## config.mk

```make
export PLATFORM = sky130hd
export DESIGN_NAME = coor_gen_rr
export DESIGN_NICKNAME = d
export VERILOG_FILES = /design/src/rtl/coor_gen_rr_pkg.sv /design/src/rtl/coor_gen_rr_rr_arbiter.sv /design/src/rtl/coor_gen_rr.sv
export SDC_FILE = /design/constraint.sdc
export NUM_CORES = 1
export LEC_CHECK = 0
export ABC_AREA = 1
export ABC_CLOCK_PERIOD_IN_PS = 6600
export CAP_MARGIN = 25
export CORE_MARGIN = 3
export CORE_UTILIZATION = 44
export DETAILED_ROUTE_END_ITERATION = 10
export GPL_ROUTABILITY_DRIVEN = 0
export PLACE_DENSITY = 0.64
export SLEW_MARGIN = 30
export SYNTH_ARGS = -nofsm -noshare
export SYNTH_HDL_FRONTEND = slang
export SYNTH_HIERARCHICAL = 1
export SYNTH_SLANG_ARGS = --single-unit
```

## constraint.sdc

```tcl
create_clock -name cclk -period 6.6 [get_ports cclk]
set_input_delay 1.32 -clock cclk [delete_from_list [all_inputs] [get_ports cclk]]
set_output_delay 1.32 -clock cclk [all_outputs]
set_load 0.005 [all_outputs]
```

## src/rtl/coor_gen_rr_pkg.sv

```systemverilog
// Shared definitions for the round-robin coordinate generator.
// Holds the Q8.24 fixed-point constants, the layout of the engine work word,
// the FSM state encoding and the default frame geometry.
package coor_gen_rr_pkg;

    // Q8.24 signed fixed point: 8 integer bits, 24 fraction bits.
    localparam int FRAC_BITS = 24;
    localparam int COORD_W   = 32;

    // Work word layout, LSB first: {x, y, cx, cy}.
    localparam int CY_LSB = 0;
    localparam int CX_LSB = COORD_W;
    localparam int Y_LSB  = 2 * COORD_W;

    // x sits directly above y, so its offset depends on the y counter width.
    function automatic int x_lsb(input int y_w);
        return Y_LSB + y_w;
    endfunction

    // Default frame: 640x480 with a pitch of 0.0046875 (3.0 / 640).
    localparam int          DEF_H_RES = 640;
    localparam int          DEF_V_RES = 480;
    localparam int          DEF_X_W   = 10;
    localparam int          DEF_Y_W   = 9;
    localparam logic [31:0] DEF_STEP  = 32'h0001_3333;

    typedef enum logic {
        S_IDLE = 1'b0,
        S_RUN  = 1'b1
    } state_t;

endpackage

```

## src/rtl/coor_gen_rr_rr_arbiter.sv

```systemverilog
// Combinational round-robin arbiter.
// Grants the first requester found scanning upward from ptr, wrapping
// modulo NUM_PROC.
//   req       in  NUM_PROC  request vector (engine idle flags)
//   ptr       in  ADDR_W    highest-priority index for this cycle (< NUM_PROC)
//   gnt_valid out 1         at least one request present
//   gnt_idx   out ADDR_W    granted index (0 when gnt_valid is low)
module coor_gen_rr_rr_arbiter #(
    parameter int NUM_PROC = 4,
    parameter int ADDR_W   = 2
) (
    input  logic [NUM_PROC-1:0] req,
    input  logic [ADDR_W-1:0]   ptr,
    output logic                gnt_valid,
    output logic [ADDR_W-1:0]   gnt_idx
);

    int          sum;
    logic [ADDR_W-1:0] idx;

    // NOTE: every output of a combinational block gets a default before any
    // conditional assignment; otherwise synthesis infers a latch.
    always_comb begin
        gnt_valid = 1'b0;
        gnt_idx   = '0;
        sum       = 0;
        idx       = '0;
        // Scan from farthest to nearest so the nearest requester wins last.
        for (int k = NUM_PROC - 1; k >= 0; k--) begin
            sum = int'(ptr) + k;
            if (sum >= NUM_PROC) begin
                sum = sum - NUM_PROC;
            end
            idx = ADDR_W'(sum);
            if (req[idx]) begin
                gnt_valid = 1'b1;
                gnt_idx   = idx;
            end
        end
    end

endmodule

```

## src/rtl/coor_gen_rr.sv

```systemverilog
// Pixel-coordinate generator with round-robin dispatch to Mandelbrot engines.
// Scans an H_RES x V_RES frame (y fastest) and accumulates Q8.24 plane
// coordinates cx = x0 + x*step, cy = y0 - y*step without multipliers.
//   cclk          in  1             clock
//   creset        in  1             asynchronous active-high reset
//   start         in  1             begin a frame when idle
//   cfg_x0        in  32            real coordinate of pixel x=0
//   cfg_y0        in  32            imaginary coordinate of row y=0
//   cfg_step      in  32            pixel pitch (unsigned magnitude)
//   cdones        in  NUM_PROC      per-engine idle flags
//   clatch_en     out 1             dispatch strobe
//   cengine_addr  out ADDR_W        engine receiving the dispatch
//   cword2engines out X_W+Y_W+64    {x, y, cx, cy}
//   busy          out 1             frame in progress
//   frame_start   out 1             pulse in the first cycle of a frame
//   frame_done    out 1             pulse after the last dispatch
module coor_gen_rr
    import coor_gen_rr_pkg::*;
#(
    parameter int NUM_PROC = 4,
    parameter int ADDR_W   = 2,
    parameter int H_RES    = DEF_H_RES,
    parameter int V_RES    = DEF_V_RES,
    parameter int X_W      = DEF_X_W,
    parameter int Y_W      = DEF_Y_W
) (
    input  logic                       cclk,
    input  logic                       creset,
    input  logic                       start,
    input  logic [COORD_W-1:0]         cfg_x0,
    input  logic [COORD_W-1:0]         cfg_y0,
    input  logic [COORD_W-1:0]         cfg_step,
    input  logic [NUM_PROC-1:0]        cdones,
    output logic                       clatch_en,
    output logic [ADDR_W-1:0]          cengine_addr,
    output logic [X_W+Y_W+2*COORD_W-1:0] cword2engines,
    output logic                       busy,
    output logic                       frame_start,
    output logic                       frame_done
);

    state_t              state;
    logic [X_W-1:0]      x;
    logic [Y_W-1:0]      y;
    logic [COORD_W-1:0]  cx, cy;
    logic [COORD_W-1:0]  x0_q, y0_q, step_q;
    logic [ADDR_W-1:0]   rr_ptr;
    logic [ADDR_W-1:0]   last_addr;

    logic                gnt_valid;
    logic [ADDR_W-1:0]   gnt_idx;
    logic [ADDR_W-1:0]   rr_next;
    logic                last_row;
    logic                last_pixel;

    coor_gen_rr_rr_arbiter #(
        .NUM_PROC (NUM_PROC),
        .ADDR_W   (ADDR_W)
    ) u_arb (
        .req       (cdones),
        .ptr       (rr_ptr),
        .gnt_valid (gnt_valid),
        .gnt_idx   (gnt_idx)
    );

    assign clatch_en     = (state == S_RUN) && gnt_valid;
    // Between grants the address holds the last engine served.
    assign cengine_addr  = clatch_en ? gnt_idx : last_addr;
    assign cword2engines = {x, y, cx, cy};

    assign rr_next    = (gnt_idx == ADDR_W'(NUM_PROC - 1)) ? '0 : gnt_idx + ADDR_W'(1);
    assign last_row   = (y == Y_W'(V_RES - 1));
    assign last_pixel = last_row && (x == X_W'(H_RES - 1));

    // NOTE: sequential state uses non-blocking assignments so every register
    // samples pre-edge values, independent of statement order.
    always_ff @(posedge cclk or posedge creset) begin
        if (creset) begin
            state       <= S_IDLE;
            x           <= '0;
            y           <= '0;
            cx          <= '0;
            cy          <= '0;
            x0_q        <= '0;
            y0_q        <= '0;
            step_q      <= '0;
            rr_ptr      <= '0;
            last_addr   <= '0;
            busy        <= 1'b0;
            frame_start <= 1'b0;
            frame_done  <= 1'b0;
        end else begin
            frame_start <= 1'b0;
            frame_done  <= 1'b0;
            case (state)
                S_IDLE: begin
                    if (start) begin
                        x0_q        <= cfg_x0;
                        y0_q        <= cfg_y0;
                        step_q      <= cfg_step;
                        x           <= '0;
                        y           <= '0;
                        cx          <= cfg_x0;
                        cy          <= cfg_y0;
                        busy        <= 1'b1;
                        frame_start <= 1'b1;
                        state       <= S_RUN;
                    end
                end
                S_RUN: begin
                    // start is deliberately not looked at here.
                    if (clatch_en) begin
                        rr_ptr    <= rr_next;
                        last_addr <= gnt_idx;
                        if (!last_row) begin
                            y  <= y + Y_W'(1);
                            cy <= cy - step_q;
                        end else begin
                            y  <= '0;
                            cy <= y0_q;
                            x  <= x + X_W'(1);
                            cx <= cx + step_q;
                        end
                        if (last_pixel) begin
                            state      <= S_IDLE;
                            busy       <= 1'b0;
                            frame_done <= 1'b1;
                        end
                    end
                end
                default: state <= S_IDLE;
            endcase
        end
    end

endmodule

```

==> flow_summary.ini, run 1 <==
[floorplan]
dieHeight_um = 167
rows = 58
io_pins = 192
die_x_um = 167
initial_core_util = 0.450
design.die.area_mm2 = 0.0279
fp.coreArea_mm2 = 0.0253

[layout]
fillers = 2482
nNetsFinal = 2093
areaGrowthSynthToFinish_pct = 24.6
multi_input_area_mm2 = 0.00628
register_area_mm2 = 0.00388
num_antenna_cells = 0
fin_util = 0.561
drive_above_1_share = 0.0346

[power]
p_sw_frac = 0.439
finalPower_w = 0.00515
vdd_drop_max_mv = 0.196
powerDensity_mw_per_mm2 = 362
combPwrFrac = 0.528
p_int_w = 0.00289
p_leak_nw = 7.49
p_sw_w = 0.00226
clkPwrFrac = 0.198
power.share.sequential = 0.274

[placement]
pre_cts_ws_ps = 2060
portBuffers = 191
post-dp-hpwl_mm = 26.5

[critical_path]
cp_slowest_cell = clkdlybuf4s50_1
timing_worst_setup_path_type = primary input to primary output
cp_common_cell = nand2_1
critPathMaxStageDelay_ps = 440
timing.rr.end = x[4]$_DFFE_PP0P_
regToRegSetupSlack_ps = 3330
cp_cell_sequence = clkdlybuf4s50_1 > inv_1 > nand2_2 > and2_4 > a21oi_1 > nand2_1 > nand2_2 > inv_1 > buf_4 > nand2_1 > nand2_1 > clkdlybuf4s50_1
arrival_ps = 3260
worst_path_dominant_cell_family = buffers and inverters
cp_num_buf_inv = 5
crit_path_max_fanout = 14
r2r_start = rr_ptr[0]$_DFFE_PP0P_
cp_data_required_time_ps = 5280
worstSetupStartpointType = primary input
end_kind = primary output
r2r_cells = 13

[logic_synthesis]
syn_nets = 1921
synth_area_mm2 = 0.0114
synthDistinctLibCells = 48
ys_ff_latch = 155
synth_cells = 1751
ys_seq_area_frac = 0.340
ys_warn_count = 6
synth_edf_count = 0
synth_area_per_cell_um2 = 6.51
synth_top_flop_cell = dfrtp_1
async_flop_share = 1.00

[route]
drc = 0
routedWlPerCell_um = 15.5
vias = 11800
drt_iter0_drc = 863
ant_nets = 0
vias_per_cell = 5.20
drt_wl_total_mm = 35.0
dr.pass1.iters = 7

[cts]
cts_tree = yes
ctsResizeCount = 0
cts_root_buffer = clkbuf_16
clk_latency_ps = 440
cts_buffer_depth = 2
clkTransAtPathRegs_ps = 70
cts_made_buffers = 17
htreeDepth = 4
cts.sinks = 155
hold_buffers = 0
post_cts_buffers = 0

[grt]
first_global_vias = 11100
grt_max_degree = 93
grt_usage = 0.250
overflow = 0
grt_pass1_wl_mm = 56.9
antenna_found_initial = 0

[timing]
finClkSkew_ps = 16.1
finalCritPeriodShare = 0.695
relSlewSlack = 0.411
rsz0062_at_grt = no
max_freq_mhz = 218
period_minus_slack_ps = 4580
setup_ws_ps = 2020
finalSetupViolCount = 0
finalHoldViolCount = 0
setup_tns_ps = 0
tightestPinTransition_ps = 883
slew_violations = 0

[hold_path]
hold_path_end = y0_q[21]$_DFFE_PP0P_
hold_path_depth = 2
hp-class = flip-flop to flip-flop
hold_start = y0_q[21]$_DFFE_PP0P_

[job]
cap_violations = 0

[status]
status = finished clean
## placed cells by master, fill, tap and decap left out, drive strengths merged
master / Yosys / routed
o32ai: 1 / 1
o221a: 1 / 1
o31ai: 2 / 2
a21o: 1 / 1
clkinvlp: 0 / 1
o211ai: 13 / 13
clkinv: 2 / 6
or2: 3 / 3
o22ai: 13 / 13
clkbuf: 34 / 18
nor4: 3 / 3
fa: 2 / 2
a21boi: 2 / 2
and2: 1 / 1
buf: 13 / 9
clkdlybuf4s50: 0 / 191
nor3: 23 / 23
o221ai: 10 / 10
a31oi: 3 / 3
xnor2: 12 / 12
o21bai: 11 / 11
nand2: 590 / 590
a21oi: 94 / 94
bufinv: 0 / 1
dfrtp: 155 / 155
nor3b: 1 / 1
nand3b: 1 / 1
nor2: 161 / 161
inv: 279 / 287
a211oi: 2 / 2
o22a: 2 / 2
ha: 65 / 65
o21ai: 117 / 117
xor2: 13 / 13
nand3: 108 / 108
o21a: 3 / 3
nand4: 10 / 10
## worst min-delay path: cells and delay by family, from the launching register on
kind | cells | cell delay (ps)
flip-flops | 1 | 340
AND/OR/NAND/NOR | 2 | 100
## flip-flops by register name, indices dropped and copies added, names as in the netlist
signal	flops
x	10
cy	32
busy	1
frame_start	1
step_q	32
y0_q	32
y	9
cx	32
frame_done	1
last_addr	2
state	1
rr_ptr	2
## metrics by stage
step	instances	area, um^2	hold slack (ps)
after global placement	2234	13600	456
after detailed placement	2234	13600	460
after global routing	2266	14200	492
after CTS	2266	14200	478
final	2266	14200	474
after floorplan	1751	11400	441
## per-layer routing
metal / wire length [um] / part of all wire / global-route usage / up-vias
met2: 15800 / 0.45 / 0.401 / 365
met1: 16600 / 0.48 / 0.357 / 5463
met5: 0 / 0 / 0 / -
met3: 1900 / 0.054 / 0.0325 / 41
met4: 711 / 0.020 / 0.0696 / 0
li1: - / - / - / 5907
## cell usage after synthesis, drive strengths merged, types with 23 or more instances
cell type,count,area [um^2]
dfrtp,155,3880
nor3,23,131
nand2,590,2230
clkbuf,34,128
nand3,108,541
nor2,161,609
ha,65,813
a21oi,94,470
inv,279,1050
o21ai,117,601
## final cells by class
| type | count | area share |
|---|---|---|
| clock buffers | 18 | 0.0309 |
| clock inverters | 14 | 0.0110 |
| inverters | 281 | 0.0747 |
| multi-input cells | 1268 | 0.442 |
| flip-flops and latches | 155 | 0.273 |
| well taps | 330 | 0.0291 |
| repair buffers | 200 | 0.139 |
## logic make-up (layout without fill, tap and decap cells)
| group | Yosys count | count (layout) | synth area share |
|---|---|---|---|
| AO/OA/AOI/OAI | 275 | 275 | 0.136 |
| flip-flops | 155 | 155 | 0.340 |
| adder cells (fa/ha/maj) | 67 | 67 | 0.0748 |
| XOR/XNOR | 25 | 25 | 0.0192 |
| buffers and inverters | 328 | 513 | 0.110 |
| AND/OR/NAND/NOR | 901 | 901 | 0.319 |
## worst max path at each step
stage,startpoint,end,cells past startpoint
finish,cdones[3],cengine_addr[0],12
global placement,cdones[2],cengine_addr[0],12
floorplan,creset,busy$_DFFE_PP0P_,1
global route,cdones[3],cengine_addr[0],12
CTS,cdones[3],cengine_addr[0],12
detailed placement,cdones[2],cengine_addr[0],12
## power groups by stage
stage	clock (W)	combinational [W]	sequential [W]
floorplan	0	0.00181	0.00135
global placement	0	0.00265	0.00142
detailed placement	0	0.00269	0.00142
CTS	0.00103	0.00271	0.00141
global route	0.00107	0.00310	0.00144
finish	0.00102	0.00272	0.00141
(Power assumes the default switching activity.)
==> run 2: changes to the inputs <==
--- a/config.mk
+++ b/config.mk
@@ -6,7 +6,7 @@
 export NUM_CORES = 1
 export LEC_CHECK = 0
 export ABC_AREA = 1
-export ABC_CLOCK_PERIOD_IN_PS = 6600
+export ABC_CLOCK_PERIOD_IN_PS = 4400
 export CAP_MARGIN = 25
 export CORE_MARGIN = 3
 export CORE_UTILIZATION = 44
==> constraint.sdc (replaced) <==
create_clock -name cclk -period 4.4 [get_ports cclk]
set_input_delay 0.88 -clock cclk [delete_from_list [all_inputs] [get_ports cclk]]
set_output_delay 0.88 -clock cclk [all_outputs]
set_load 0.005 [all_outputs]
==> run 2 against run 1 <==
  * Worst setup slack worse by 1200 ps
  * Critical path depth did not move
  * Hold slack gained 1.7 ps
  * Via count down 0.42%
==> flow_summary.ini, run 2 (synthesized netlist as in run 1, its figures left out) <==
[route]
drt_wl_total_mm = 35.5
wl_met3_mm = 2.15
drt_iter0_drc = 897
dr.pass1.iters = 6
maxUsedRoutingLayer = met4
wl_met1_mm = 16.8
ant_nets = 0
wl_met2_mm = 16.0
vias_per_cell = 5.17
routedWlPerCell_um = 15.6
drc = 0
vias = 11700

[grt]
overflow = 0
grt_max_degree = 93
grt_pass1_wl_mm = 56.4
first_global_vias = 11000
antenna_found_initial = 0
grt_usage = 0.249

[critical_path]
critPathMaxStageDelay_ps = 490
cp_data_required_time_ps = 3520
worstSetupStartpointType = primary input
cp_cell_sequence = clkdlybuf4s50_1 > inv_1 > nand2_1 > nand3_1 > nand2_1 > nand3_1 > nand2_1 > nand2_1 > nand2_1 > nand2_1 > nand2_1 > clkdlybuf4s50_1
crit_path_max_fanout = 3
end_kind = primary output
cp_common_cell = nand2_1
arrival_ps = 2670
timing_worst_setup_path_type = primary input to primary output
cp_slowest_cell = clkdlybuf4s50_1

[cts]
htreeDepth = 4
clk_latency_ps = 440
cts_made_buffers = 17
ctsResizeCount = 0
clkTransAtPathRegs_ps = 70
cts_root_buffer = clkbuf_16
cts.sinks = 155
post_cts_buffers = 0
hold_buffers = 0
cts_tree = yes
cts_buffer_depth = 2

[placement]
post-dp-hpwl_mm = 27.1
pre_cts_ws_ps = 871
portBuffers = 191

[layout]
nNetsFinal = 2096
num_antenna_cells = 0
fillers = 2514
mostFrequentLayoutCell = nand2_1
areaGrowthSynthToFinish_pct = 25.2
layout_common_cells = nand2_1, inv_1, clkdlybuf4s50_1, nor2_1, dfrtp_1
drive_above_1_share = 0.0351

[timing]
setup_ws_ps = 850
setup_tns_ps = 0
finalCritPeriodShare = 0.807
tightestPinTransition_ps = 892
finalHoldViolCount = 0
relSlewSlack = 0.405
period_minus_slack_ps = 3550
finalSetupViolCount = 0
slew_violations = 0
max_freq_mhz = 282
finClkSkew_ps = 17.5
rsz0062_at_grt = no

[hold_path]
hp-class = flip-flop to flip-flop

[floorplan]
io_pins = 192
die_x_um = 167
dieHeight_um = 167
design.die.area_mm2 = 0.0279
fp.coreArea_mm2 = 0.0253
rows = 58
initial_core_util = 0.450

[status]
status = finished clean

[power]
p_leak_nw = 7.52
powerDensity_mw_per_mm2 = 545
vdd_drop_max_mv = 0.362

[job]
cap_violations = 0
run 2: final timing paths:
kind | from | end | slack [ps] | cells after the start
hold reg to reg | y0_q[18]$_DFFE_PP0P_ | y0_q[18]$_DFFE_PP0P_ | 480 | 2
hold / removal | y0_q[18]$_DFFE_PP0P_ | y0_q[18]$_DFFE_PP0P_ | 480 | 2
setup reg to reg | y[0]$_DFFE_PP0P_ | y[8]$_DFFE_PP0P_ | 1630 | 9
setup / recovery | cdones[0] | cengine_addr[0] | 850 | 12
min in group asynchronous | creset | x[4]$_DFFE_PP0P_ | 760 | 2
max in group asynchronous | creset | y0_q[22]$_DFFE_PP0P_ | 3000 | 3
run 2: layout make-up:
cell class              count  area [um^2]  share of cell area
well taps                 330          413              0.0289
clock inverters            14          184              0.0129
clock buffers              18          429              0.0301
flip-flops and latches    155         3880               0.272
repair buffers            203         2040               0.143
inverters                 281         1060              0.0742
multi-input cells        1268         6280               0.440
run 2: layer usage:
layer  GRT usage  vias up
li1            -     5920
met1       0.357     5409
met2       0.400      360
met3      0.0387       37
met4      0.0560        0
met5           0        -
run 2: worst max-delay path: cells and delay by family:
family	cells	cell delay, ps
buffers and inverters	3	1010
AND/OR/NAND/NOR	9	780
run 2: stage by stage:
step | hold slack, ps | instance area (um^2) | std cells | utilization | power (W)
after global routing | 493 | 14300 | 2269 | 0.564 | 0.00846
after global placement | 456 | 13600 | 2236 | 0.539 | 0.00611
after floorplan | 441 | 11400 | 1751 | - | 0.00475
final | 476 | 14300 | 2269 | 0.564 | 0.00779
after detailed placement | 459 | 13600 | 2236 | 0.539 | 0.00620
after CTS | 478 | 14300 | 2268 | 0.563 | 0.00780
run 2: where the power goes:
| part | leakage (nW) | internal (W) | switching [W] |
|---|---|---|---|
| Sequential | 1.87 | 0.00176 | 0.000346 |
| Combinational | 5.35 | 0.00175 | 0.00235 |
| Clock | 0.295 | 0.000865 | 0.000716 |
